--- src/rtl/crossbar_pkg.sv ---
// crossbar_pkg: shared definitions for the crossbar_rr slice.
//   - bus command encodings
//   - arbiter FSM state type
//   - clog2 / index-width helpers used to size master-index and slave-select fields
package crossbar_pkg;

   localparam logic CMD_READ  = 1'b0;
   localparam logic CMD_WRITE = 1'b1;

   typedef enum logic {
      ST_IDLE = 1'b0,
      ST_BUSY = 1'b1
   } arb_state_t;

   // Ceiling log2, valid for value >= 1.
   function automatic int clog2(input int value);
      int r;
      r = 0;
      for (int b = 0; b < 31; b++) begin
         if ((1 << b) < value) r = b + 1;
      end
      return r;
   endfunction

   // Width of an index into n items, never narrower than one bit.
   function automatic int idx_width(input int n);
      return (n < 2) ? 1 : clog2(n);
   endfunction

   localparam int NM_DEFAULT  = 4;
   localparam int NS_DEFAULT  = 4;
   localparam int MIW_DEFAULT = idx_width(NM_DEFAULT);   // master-index width
   localparam int SSW_DEFAULT = idx_width(NS_DEFAULT);   // slave-select width

endpackage

--- src/rtl/crossbar_rr_arbiter.sv ---
// crossbar_rr_arbiter: per-slave arbiter with IDLE/BUSY locking.
//
// Optional build macro CROSSBAR_FIXED_PRIO_EN: lowest eligible master index
// wins and the round-robin pointer is not built. Otherwise the search starts
// at the pointer and wraps.
//
// Ports:
//   clk, reset   clock, synchronous active-high reset
//   elig         per-master eligibility for this slave (used in IDLE)
//   req          raw master requests (used to detect owner drop in BUSY)
//   ack          slave acknowledge
//   gnt          one-hot grant (combinational)
//   gnt_valid    a master is being driven to the slave this cycle
//   gnt_idx      index of the granted master
//
// state   | meaning
// --------+-------------------------------------------------------------
// ST_IDLE | search eligible masters, present winner the same cycle
// ST_BUSY | winner was not acked, keep driving the latched owner
module crossbar_rr_arbiter
   import crossbar_pkg::*;
#(
   parameter int NM  = 4,
   parameter int MIW = idx_width(NM)
) (
   input  logic           clk,
   input  logic           reset,
   input  logic [NM-1:0]  elig,
   input  logic [NM-1:0]  req,
   input  logic           ack,
   output logic [NM-1:0]  gnt,
   output logic           gnt_valid,
   output logic [MIW-1:0] gnt_idx
);

   arb_state_t     state;
   logic [MIW-1:0] owner;
   logic [MIW-1:0] search_idx;
   logic           search_found;
   int             cand;

`ifndef CROSSBAR_FIXED_PRIO_EN
   logic [MIW-1:0] ptr;
   logic [MIW-1:0] next_ptr;
`endif

   always_comb begin
      search_found = 1'b0;
      search_idx   = '0;
      cand         = 0;
      for (int k = 0; k < NM; k++) begin
`ifdef CROSSBAR_FIXED_PRIO_EN
         cand = k;
`else
         cand = int'(ptr) + k;
         if (cand >= NM) cand = cand - NM;
`endif
         if (!search_found && elig[cand[MIW-1:0]]) begin
            search_found = 1'b1;
            search_idx   = cand[MIW-1:0];
         end
      end
   end

   // Grant is gated by reset so every slave-side output is quiet while reset is held.
   always_comb begin
      gnt_valid = 1'b0;
      gnt_idx   = search_idx;
      if (!reset) begin
         if (state == ST_IDLE) begin
            gnt_valid = search_found;
         end else begin
            gnt_idx   = owner;
            gnt_valid = req[owner];
         end
      end
      gnt = '0;
      if (gnt_valid) gnt[gnt_idx] = 1'b1;
   end

`ifndef CROSSBAR_FIXED_PRIO_EN
   assign next_ptr = (gnt_idx == MIW'(NM - 1)) ? '0 : gnt_idx + MIW'(1);
`endif

   always_ff @(posedge clk) begin
      if (reset) begin
         state <= ST_IDLE;
         owner <= '0;
`ifndef CROSSBAR_FIXED_PRIO_EN
         ptr   <= '0;
`endif
      end else begin
         case (state)
            ST_IDLE: begin
               if (gnt_valid) begin
                  if (ack) begin
`ifndef CROSSBAR_FIXED_PRIO_EN
                     ptr <= next_ptr;
`endif
                  end else begin
                     owner <= gnt_idx;
                     state <= ST_BUSY;
                  end
               end
            end
            ST_BUSY: begin
               // Owner abandoning its request is a protocol violation; release without
               // moving the pointer so nobody is skipped.
               if (!req[owner]) begin
                  state <= ST_IDLE;
               end else if (ack) begin
`ifndef CROSSBAR_FIXED_PRIO_EN
                  ptr <= next_ptr;
`endif
                  state <= ST_IDLE;
               end
            end
            default: state <= ST_IDLE;
         endcase
      end
   end

endmodule

--- src/rtl/crossbar_rr.sv ---
// crossbar_rr: NM-master by NS-slave crossbar, one arbiter per slave so
// transfers to different slaves proceed concurrently. Each slave keeps a FIFO
// of master indices for outstanding reads so responses route back in order.
//
// Optional build macro CROSSBAR_FIXED_PRIO_EN selects fixed-priority
// arbitration in every slave arbiter (see crossbar_rr_arbiter).
//
// Ports:
//   clk, reset                  clock, synchronous active-high reset
//   master_req/ack/cmd          per-master handshake, cmd 0 read / 1 write
//   master_addr/wdata           packed, master i at [i*W +: W]
//   master_resp/rdata           read data return, rdata zero when resp low
//   slave_req/ack/cmd           per-slave handshake
//   slave_addr/wdata            packed, zero when slave_req low
//   slave_resp/rdata            read data from slaves
// Slave select is addr[AW-1 -: log2(NS)].
module crossbar_rr
   import crossbar_pkg::*;
#(
   parameter int NM       = 4,
   parameter int NS       = 4,
   parameter int AW       = 32,
   parameter int DW       = 32,
   parameter int RD_DEPTH = 4
) (
   input  logic             clk,
   input  logic             reset,
   input  logic [NM-1:0]    master_req,
   output logic [NM-1:0]    master_ack,
   input  logic [NM-1:0]    master_cmd,
   input  logic [NM*AW-1:0] master_addr,
   input  logic [NM*DW-1:0] master_wdata,
   output logic [NM-1:0]    master_resp,
   output logic [NM*DW-1:0] master_rdata,
   output logic [NS-1:0]    slave_req,
   input  logic [NS-1:0]    slave_ack,
   output logic [NS-1:0]    slave_cmd,
   output logic [NS*AW-1:0] slave_addr,
   output logic [NS*DW-1:0] slave_wdata,
   input  logic [NS-1:0]    slave_resp,
   input  logic [NS*DW-1:0] slave_rdata
);

   localparam int MIW = idx_width(NM);
   localparam int SSW = clog2(NS);
   localparam int FAW = clog2(RD_DEPTH);
   localparam int CW  = clog2(RD_DEPTH + 1);
   localparam logic [FAW:0] PTR_ONE = (FAW + 1)'(1);
   localparam logic [FAW:0] PTR_FULL = (FAW + 1)'(RD_DEPTH);

   logic [SSW-1:0] sel     [NM];
   logic [NM-1:0]  elig    [NS];
   logic [NM-1:0]  gnt     [NS];
   logic [MIW-1:0] gnt_idx [NS];
   logic [NS-1:0]  gnt_valid;

   logic [MIW-1:0] fifo_mem [NS][RD_DEPTH];
   logic [FAW:0]   wr_ptr   [NS];
   logic [FAW:0]   rd_ptr   [NS];
   logic [MIW-1:0] head     [NS];
   logic [NS-1:0]  full;
   logic [NS-1:0]  empty;
   logic [NS-1:0]  push;
   logic [NS-1:0]  pop;

   logic [CW-1:0]  cnt [NM];
   logic [SSW-1:0] tgt [NM];
   logic [NM-1:0]  inc;
   logic [NM-1:0]  dec;

   always_comb begin
      for (int i = 0; i < NM; i++) begin
         sel[i] = master_addr[i*AW + AW - 1 -: SSW];
      end
   end

   always_comb begin
      for (int s = 0; s < NS; s++) begin
         full[s]  = ((wr_ptr[s] - rd_ptr[s]) == PTR_FULL);
         empty[s] = (wr_ptr[s] == rd_ptr[s]);
         head[s]  = fifo_mem[s][rd_ptr[s][FAW-1:0]];
      end
   end

   // A master with reads in flight may only talk to the slave holding them,
   // which keeps its responses strictly ordered and never simultaneous.
   always_comb begin
      for (int s = 0; s < NS; s++) begin
         elig[s] = '0;
         for (int i = 0; i < NM; i++) begin
            elig[s][i] = master_req[i]
                       && (sel[i] == SSW'(s))
                       && ((master_cmd[i] == CMD_WRITE) || !full[s])
                       && ((cnt[i] == '0) || (tgt[i] == SSW'(s)));
         end
      end
   end

   for (genvar gs = 0; gs < NS; gs++) begin : g_arb
      crossbar_rr_arbiter #(
         .NM  (NM),
         .MIW (MIW)
      ) u_arb (
         .clk       (clk),
         .reset     (reset),
         .elig      (elig[gs]),
         .req       (master_req),
         .ack       (slave_ack[gs]),
         .gnt       (gnt[gs]),
         .gnt_valid (gnt_valid[gs]),
         .gnt_idx   (gnt_idx[gs])
      );
   end

   always_comb begin
      slave_req   = gnt_valid;
      slave_cmd   = '0;
      slave_addr  = '0;
      slave_wdata = '0;
      for (int s = 0; s < NS; s++) begin
         if (gnt_valid[s]) begin
            slave_cmd[s]            = master_cmd[gnt_idx[s]];
            slave_addr[s*AW +: AW]  = master_addr[int'(gnt_idx[s])*AW +: AW];
            slave_wdata[s*DW +: DW] = master_wdata[int'(gnt_idx[s])*DW +: DW];
         end
      end
   end

   always_comb begin
      master_ack = '0;
      for (int s = 0; s < NS; s++) begin
         for (int i = 0; i < NM; i++) begin
            master_ack[i] = master_ack[i] | (gnt[s][i] & slave_ack[s]);
         end
      end
   end

   always_comb begin
      push = '0;
      pop  = '0;
      for (int s = 0; s < NS; s++) begin
         push[s] = gnt_valid[s] && slave_ack[s] && (slave_cmd[s] == CMD_READ);
         pop[s]  = slave_resp[s] && !empty[s] && !reset;
      end
   end

   always_comb begin
      master_resp  = '0;
      master_rdata = '0;
      inc          = '0;
      dec          = '0;
      for (int s = 0; s < NS; s++) begin
         if (pop[s]) begin
            master_resp[head[s]] = 1'b1;
            master_rdata[int'(head[s])*DW +: DW] = master_rdata[int'(head[s])*DW +: DW]
                                                 | slave_rdata[s*DW +: DW];
            dec[head[s]] = 1'b1;
         end
         if (push[s]) inc[gnt_idx[s]] = 1'b1;
      end
   end

   // FIFO storage needs no reset; the pointers define what is valid.
   always_ff @(posedge clk) begin
      for (int s = 0; s < NS; s++) begin
         if (push[s]) fifo_mem[s][wr_ptr[s][FAW-1:0]] <= gnt_idx[s];
      end
   end

   always_ff @(posedge clk) begin
      if (reset) begin
         for (int s = 0; s < NS; s++) begin
            wr_ptr[s] <= '0;
            rd_ptr[s] <= '0;
         end
         for (int i = 0; i < NM; i++) begin
            cnt[i] <= '0;
            tgt[i] <= '0;
         end
      end else begin
         for (int s = 0; s < NS; s++) begin
            if (push[s]) begin
               wr_ptr[s]          <= wr_ptr[s] + PTR_ONE;
               tgt[gnt_idx[s]]    <= SSW'(s);
            end
            if (pop[s]) rd_ptr[s] <= rd_ptr[s] + PTR_ONE;
         end
         for (int i = 0; i < NM; i++) begin
            cnt[i] <= cnt[i] + CW'(inc[i]) - CW'(dec[i]);
         end
      end
   end

endmodule

--- config.mk ---
export PLATFORM = sky130hd
export DESIGN_NAME = crossbar_rr
export DESIGN_NICKNAME = d
export VERILOG_FILES = /design/src/rtl/crossbar_pkg.sv /design/src/rtl/crossbar_rr_arbiter.sv /design/src/rtl/crossbar_rr.sv
export SDC_FILE = /design/constraint.sdc
export NUM_CORES = 1
export LEC_CHECK = 0
export CAP_MARGIN = 40
export CORE_AREA = 2 2 312 314
export DETAILED_ROUTE_END_ITERATION = 12
export DIE_AREA = 0 0 314 316
export PLACE_DENSITY = 0.49
export RECOVER_POWER = 100
export SLEW_MARGIN = 40
export SYNTH_ARGS = -nofsm -noshare
export SYNTH_HDL_FRONTEND = slang
export SYNTH_HIERARCHICAL = 1
export SYNTH_SLANG_ARGS = --single-unit
export TNS_END_PERCENT = 30
--- constraint.sdc ---
create_clock -name clk -period 10.1 [get_ports clk]
set_clock_uncertainty 0.05 [all_clocks]
set_input_delay 1.515 -clock clk [delete_from_list [all_inputs] [get_ports clk]]
set_output_delay 1.515 -clock clk [all_outputs]
set_load 0.05 [all_outputs]
Yosys cells after proc, flatten, opt, wreduce, memory -nomap -nowiden
Memories as Yosys holds them, arrays and structs flattened.
Cells that the tools add are included.

operators by class
  add/sub/neg operators = 56
  $lt $le $gt $ge = 64
  eq/ne operators = 44
  shift-type cells = 20
  multiplexer cells = 270
  bitwise gates (word level) = 71
  reduce and logical (&&, ||, !) cells = 165

operators with widths
  cell                       number
  $shiftx 128x8->32          11
  $mux 128                   4
  $shift 32x33->128 const A  4
  $shiftx 32x33->128         4
  $bwmux 128                 3
  $mux 32                    8
  $mux 2                     76
  $neg 7->33                 4
  $and 128x128->128          1
  $or 32x32->32              4
  $shiftx 128x8->32 const A  1
  $mux 1                     103
  $logic_and 1x1->1          88
  $lt 2x3->1 const B         28
  $ge 3x3->1 const B         20
  $bmux 1 s2                 24
  $mux 4                     12
  $eq 2x2->1 const B         20
  $mux 3                     12
  $logic_or 1x1->1           32
  $mux 8                     4
  $sub 2x1->2 const B        16
  $add 2x2->3 const B        8
  $add 3x1->3 const B        8
  29 further kinds           195

storage, ports and cells
  bits in registers = 20
  RAM bits = 76
  bits of input ports = 402
  output and inout port bits = 400
  word-level logic and storage cells = 707
  memories kept = 5

memory list
  name      depth  bits a word  rd ports  clocked after Yosys merged registers in  wr ports  RTL line           source
  fifo_mem  4      8            4         0                                        4         crossbar_rr.sv:57  logic [MIW-1:0] fifo_mem [NS][RD_DEPTH];
  cnt       4      3            4         0                                        4         crossbar_rr.sv:66  logic [CW-1:0] cnt [NM];
  rd_ptr    4      3            4         0                                        4         crossbar_rr.sv:59  logic [FAW:0] rd_ptr [NS];
  wr_ptr    4      3            4         0                                        4         crossbar_rr.sv:58  logic [FAW:0] wr_ptr [NS];
  tgt       4      2            4         0                                        4         crossbar_rr.sv:67  logic [SSW-1:0] tgt [NM];

Longest topological paths before layout
An unclocked memory read counts as a cell.

  depth after elaboration = 36
  gate-level depth with buffers = 23
  depth with buffers taken out = 22

By module
Netlist, hierarchy kept.

modules (own cells, without submodules)
  module                                    times used  cells an instance  area each (µm²)  seq. area each (µm²)
  crossbar_rr                               1           2200               19207.2          2082.0
  crossbar_rr_arbiter (g_arb[0].u_arb ...)  3           56                 471.7            100.1
  crossbar_rr_arbiter (g_arb[2].u_arb)      1           54                 499.2            100.1

Least setup slack after synthesis
No wires, ideal clock.

  path type = flip-flop to output port
  start = memory rd_ptr[1][0] (netlist bit)
  end = output port master_rdata[33]
  data arrival time = 5940 ps
  data required time = 8535 ps
  slack = 2595 ps
  stages on the path, launching flop included = 15
  path buffers = 3
  cell sequence = edfxtp_1 -> mux4_2 -> buf_2 -> inv_1 -> ha_1 -> clkbuf_1 -> or4bb_1 -> a211o_1 -> o311ai_1 -> o311ai_1 -> buf_2 -> o21bai_1 -> nand2_1 -> a2111oi_0 -> a2111oi_0

RTL lines
  element             RTL line           source
  start: declaration  crossbar_rr.sv:59
  end: declaration    crossbar_rr.sv:34  output logic [NM*DW-1:0] master_rdata,

Worst setup path after layout
  start = input port reset
  end = output port master_rdata[51]

on the way
  word-level cells in the longest chain between the ends = 18
  elaborated cells on any way between the ends = 21
  those cells by class = 6 x shift; 7 x mux; 3 x bitwise; 5 x reduce/logical

ends and longest elaborated chain
  element             RTL line            source
  start: declaration  crossbar_rr.sv:27   input logic reset,
  $logic_not 1->1 *   --
  $logic_and 1x1->1   crossbar_rr.sv:143  pop[s] = slave_resp[s] && !empty[s] && !reset;
  $mux 128            crossbar_rr.sv:153  if (pop[s]) begin
  $shiftx 128x8->32   crossbar_rr.sv:155  master_rdata[int'(head[s])*DW +: DW] = master_rdata[int'(head[s])*DW +: DW]
  $or 32x32->32       crossbar_rr.sv:156  | slave_rdata[s*DW +: DW];
  $shiftx 32x33->128  crossbar_rr.sv:155
  $bwmux 128          crossbar_rr.sv:155
  $mux 128            crossbar_rr.sv:153
  (+2 left out)       --
  $shiftx 32x33->128  crossbar_rr.sv:155
  $bwmux 128          crossbar_rr.sv:155
  $mux 128            crossbar_rr.sv:153
  $shiftx 128x8->32   crossbar_rr.sv:155
  $or 32x32->32       crossbar_rr.sv:156
  $shiftx 32x33->128  crossbar_rr.sv:155
  $bwmux 128          crossbar_rr.sv:155
  $mux 128 *          crossbar_rr.sv:153

Every way passes the cells marked *; elsewhere a longest branch is shown, timed or not.

==> run summary <==
status: finished, violations left
failing checks: max-capacitance violations, max-slew violations
pre-CTS setup slack: 2.13 ns
vias post-DR: 24800
Slew HR: -47.1%
WL met3: 12100 um
Layout Utilization: 32.3%
Hold Crit Start: g_arb[3].u_arb/owner[0]
Static Leak: 11.2 nW
hold path depth: 2
final setup fails: 0
Area Overhead vs Synth: 46.8%
worst slew pin tran: 2.20 ns
CP endpoint kind: output port
area of the die: 0.0992 mm2
Core Box Area: 0.0960 mm2
vias in the first global route: 23900
chip height: 316 um
dpl hpwl: 98300 um
final worst setup slack: 1.19 ns
clk_lat worst skew: 0.36 ns
port bufs: 801
worst path arrival time: 7.34 ns
CTS root buffer: clkbuf_16
met2 WL post-DR: 62000 um
crit-path max FO: 31
Synth Instances: 2422
standard-cell rows: 114
Post-CTS Setup Bufs: 0
met1 WL: 45300 um
Final Hold Vio Count: 0
Starting Density: 22.0%
Req. time, crit path: 8.54 ns
Top Ports: 802
share of layout cells above drive strength 1: 14.0%
Synth top area share: 28.7%
Buf/Inv on CP: 5
hold_buf cts: 0
final period utilization: 88.2%
Async SR Flop Fraction: 0%
Post-Synthesis Cell Area: 0.0211 mm2
vias per cell: 5.66
total iterations of the first detailed-routing run: 6
Synth area leaders: mux4_2 29%, and2_1 9.3%, edfxtp_1 8.0%
slowest CP cell: a211oi_1
r2r setup slk: 3.67 ns
syn nets: 2907
Die Wd: 314 um
first-pass GRT wire length: 178000 um
DR top layer: met5
Max-cap violations: 3
DR WL/cell: 29.1 um
Hold Crit Class: register to register
number of H-tree levels: 3
Clock Sinks: 96
RePlAce Congestion: 0.930
cell accounting for the most synthesized area: mux4_2
cts bufs inserted: 9
clock slew at reported path FFs: 0.08 ns
cell family with most CP delay: buffers and inverters
CTS tree: yes
critical path's largest stage delay: 0.88 ns
post_cts resized: 0
RSZ-0062 raised after global routing: false
reg2reg end: cnt[3][2]
Slew Viols, Final: 73
post-route antenna net violation count: 0
startpoint types: input pin
maximum VDD drop: 77.8 uV
Power Dens Cells: 130 mW/mm2
grt ovf: 0
initial antenna violation count: 57
hold worst-path end: g_arb[3].u_arb/owner[0]
WS Path Type: input pin to output port
Iteration-0 DRC Markers: 2538
Yosys cell types: 98
layout net count: 3553
mean area per synthesized cell: 8.72 um2
largest net degree at the start of global routing: 79
r2r startpoint: rd_ptr[0][1]
Post-synth top flop: edfxtp_1
clk buf depth: 2
CP Cell Sequence: clkbuf_1, inv_1, o211ai_1, clkbuf_1, o311ai_0, o311ai_4, clkbuf_2, nor2_1, a211oi_1, a21oi_1, o22ai_1, a211oi_1, dlygate4sd3_1
flops & latches, synth: 96
routed wire length: 127000 um
Synth Warn #: 6
sequential-to-total area share from yosys stat: 11.8%
Post-synth EDFFs: 56
Setup TNS Final: 0 ns
Post-route DRC: 0
minimum clock period: 8.91 ns
Worst Reg-to-Reg Cells: 20
f_max: 112 MHz
GRT Overall Usage: 24.4%
logic make-up after synthesis:
family	share of synthesized area, %
buffers and inverters	5.66
DFF	11.8
xor gates and xnor gates	1.04
muxes	30.3
AOI/OAI and AO/OA	24.6
and+or+nand+nor	21.6
adders and majority gates	5.06
how the worst max path moves through the flow:
stage                             start          endpoint  slack, ns  cells past startpoint
final                             reset  master_rdata[51]       1.19                     13
after floorplan            rd_ptr[1][0]  master_rdata[33]       2.59                     14
after CTS                 master_cmd[2]    slave_addr[32]       2.11                     13
after global routing              reset  master_rdata[56]       0.98                     13
after detailed placement  master_cmd[3]   slave_addr[121]       2.13                     11
after global placement    master_cmd[2]    slave_addr[32]       1.99                     12
worst register-to-register path, cell delays in order, from the launching register on:
cell and delay, ns:
edfxtp_1 0.43, inv_1 0.07, ha_1 0.19, nand2b_1 0.15, xnor2_1 0.41, a31oi_1 0.31, a21oi_1 0.20, o21ai_0 0.09
o2bb2a_1 0.32, mux2_1 1.05, buf_4 0.66, mux4_2 0.47, nor2_1 0.55, nand3_1 0.18, nor2b_1 0.23, nand2_1 0.09
ha_1 0.14, inv_1 0.05, fa_1 0.42, xnor2_1 0.17, nor2_1 0.05
registers in the layout, summed over array words and instances, names as in the netlist:
register	flops
g_arb.u_arb/state	4
cnt	12
fifo_mem	32
g_arb.u_arb/owner	8
rd_ptr	12
wr_ptr	12
tgt	8
g_arb.u_arb/ptr	8
layout by cell type (no fill, tap or decap), types with 8 or more instances in the layout:
master	n
a22o_1	28
clkbuf_16	9
a21oi_2	9
and2_1	293
diode_2	23
nand2b_1	12
a31oi_1	18
nand3_1	18
a2111oi_0	12
a221oi_1	8
and2_0	22
mux4_2	269
nor2b_1	19
xnor2_1	17
clkdlybuf4s50_1	414
buf_4	49
o221ai_1	89
o211ai_1	10
mux2i_1	17
nor2_1	200
a311oi_1	12
o22ai_1	13
nand2_1	130
a21oi_1	114
xor2_1	8
nor3_1	79
buf_12	8
a211oi_1	22
mux2_2	11
a22oi_1	113
dlygate4sd3_1	384
or3_1	11
ha_1	79
nand3b_1	10
dfxtp_1	40
edfxtp_1	56
clkbuf_1	8
o21ai_0	183
inv_1	71
and3_1	13
layer usage:
| metal | global-route usage [%] | vias up |
|---|---|---|
| met5 | 0 | - |
| met3 | 6.61 | 296 |
| met2 | 41.8 | 1409 |
| met1 | 27.9 | 12200 |
| li1 | - | 10800 |
| met4 | 12.5 | 64 |
cells in the mapped netlist, drive strengths merged, types with 17 or more instances:
library cell / count
a31oi: 19
a22o: 28
ha: 79
o221ai: 89
a22oi: 113
buf: 94
o21ai: 187
mux2i: 17
a21oi: 127
and2: 315
dfxtp: 40
nor2: 203
inv: 72
nor2b: 20
nor3: 83
edfxtp: 56
mux4: 269
a211oi: 28
xnor2: 17
nand3: 18
clkbuf: 141
nand2: 132
metrics by stage:
stage                     std cells  area (um2)  total power [mW]  hold slack (ns)
after floorplan                2422       21100              2.56            0.412
after CTS                      4348       31000              4.14            0.470
after detailed placement       4332       30700              3.76            0.456
after global placement         4327       30600              3.74            0.451
after global routing           4360       31000              4.23            0.496
final                          4372       31000              4.03            0.465
final cells by class:
type                       count  area, um2
clock inverter                 7       87.6
antenna                       23       57.6
timing repair buffer         870       8630
inverter                      72        270
fill                       10000      65000
clock buffer                   9        225
multi-input combinational   2019      17600
sequential                    96       2480
tap                         1276       1600
where the power goes:
| group | internal [mW] | switching [mW] | total, mW | leakage [nW] |
|---|---|---|---|---|
| logic | 1.24 | 1.92 | 3.16 | 10.2 |
| registers | 0.462 | 0.0386 | 0.500 | 0.875 |
| clock network | 0.198 | 0.170 | 0.368 | 0.151 |
| total | 1.90 | 2.13 | 4.03 | 11.2 |
Note: power is estimated with default switching activity, not from simulation.
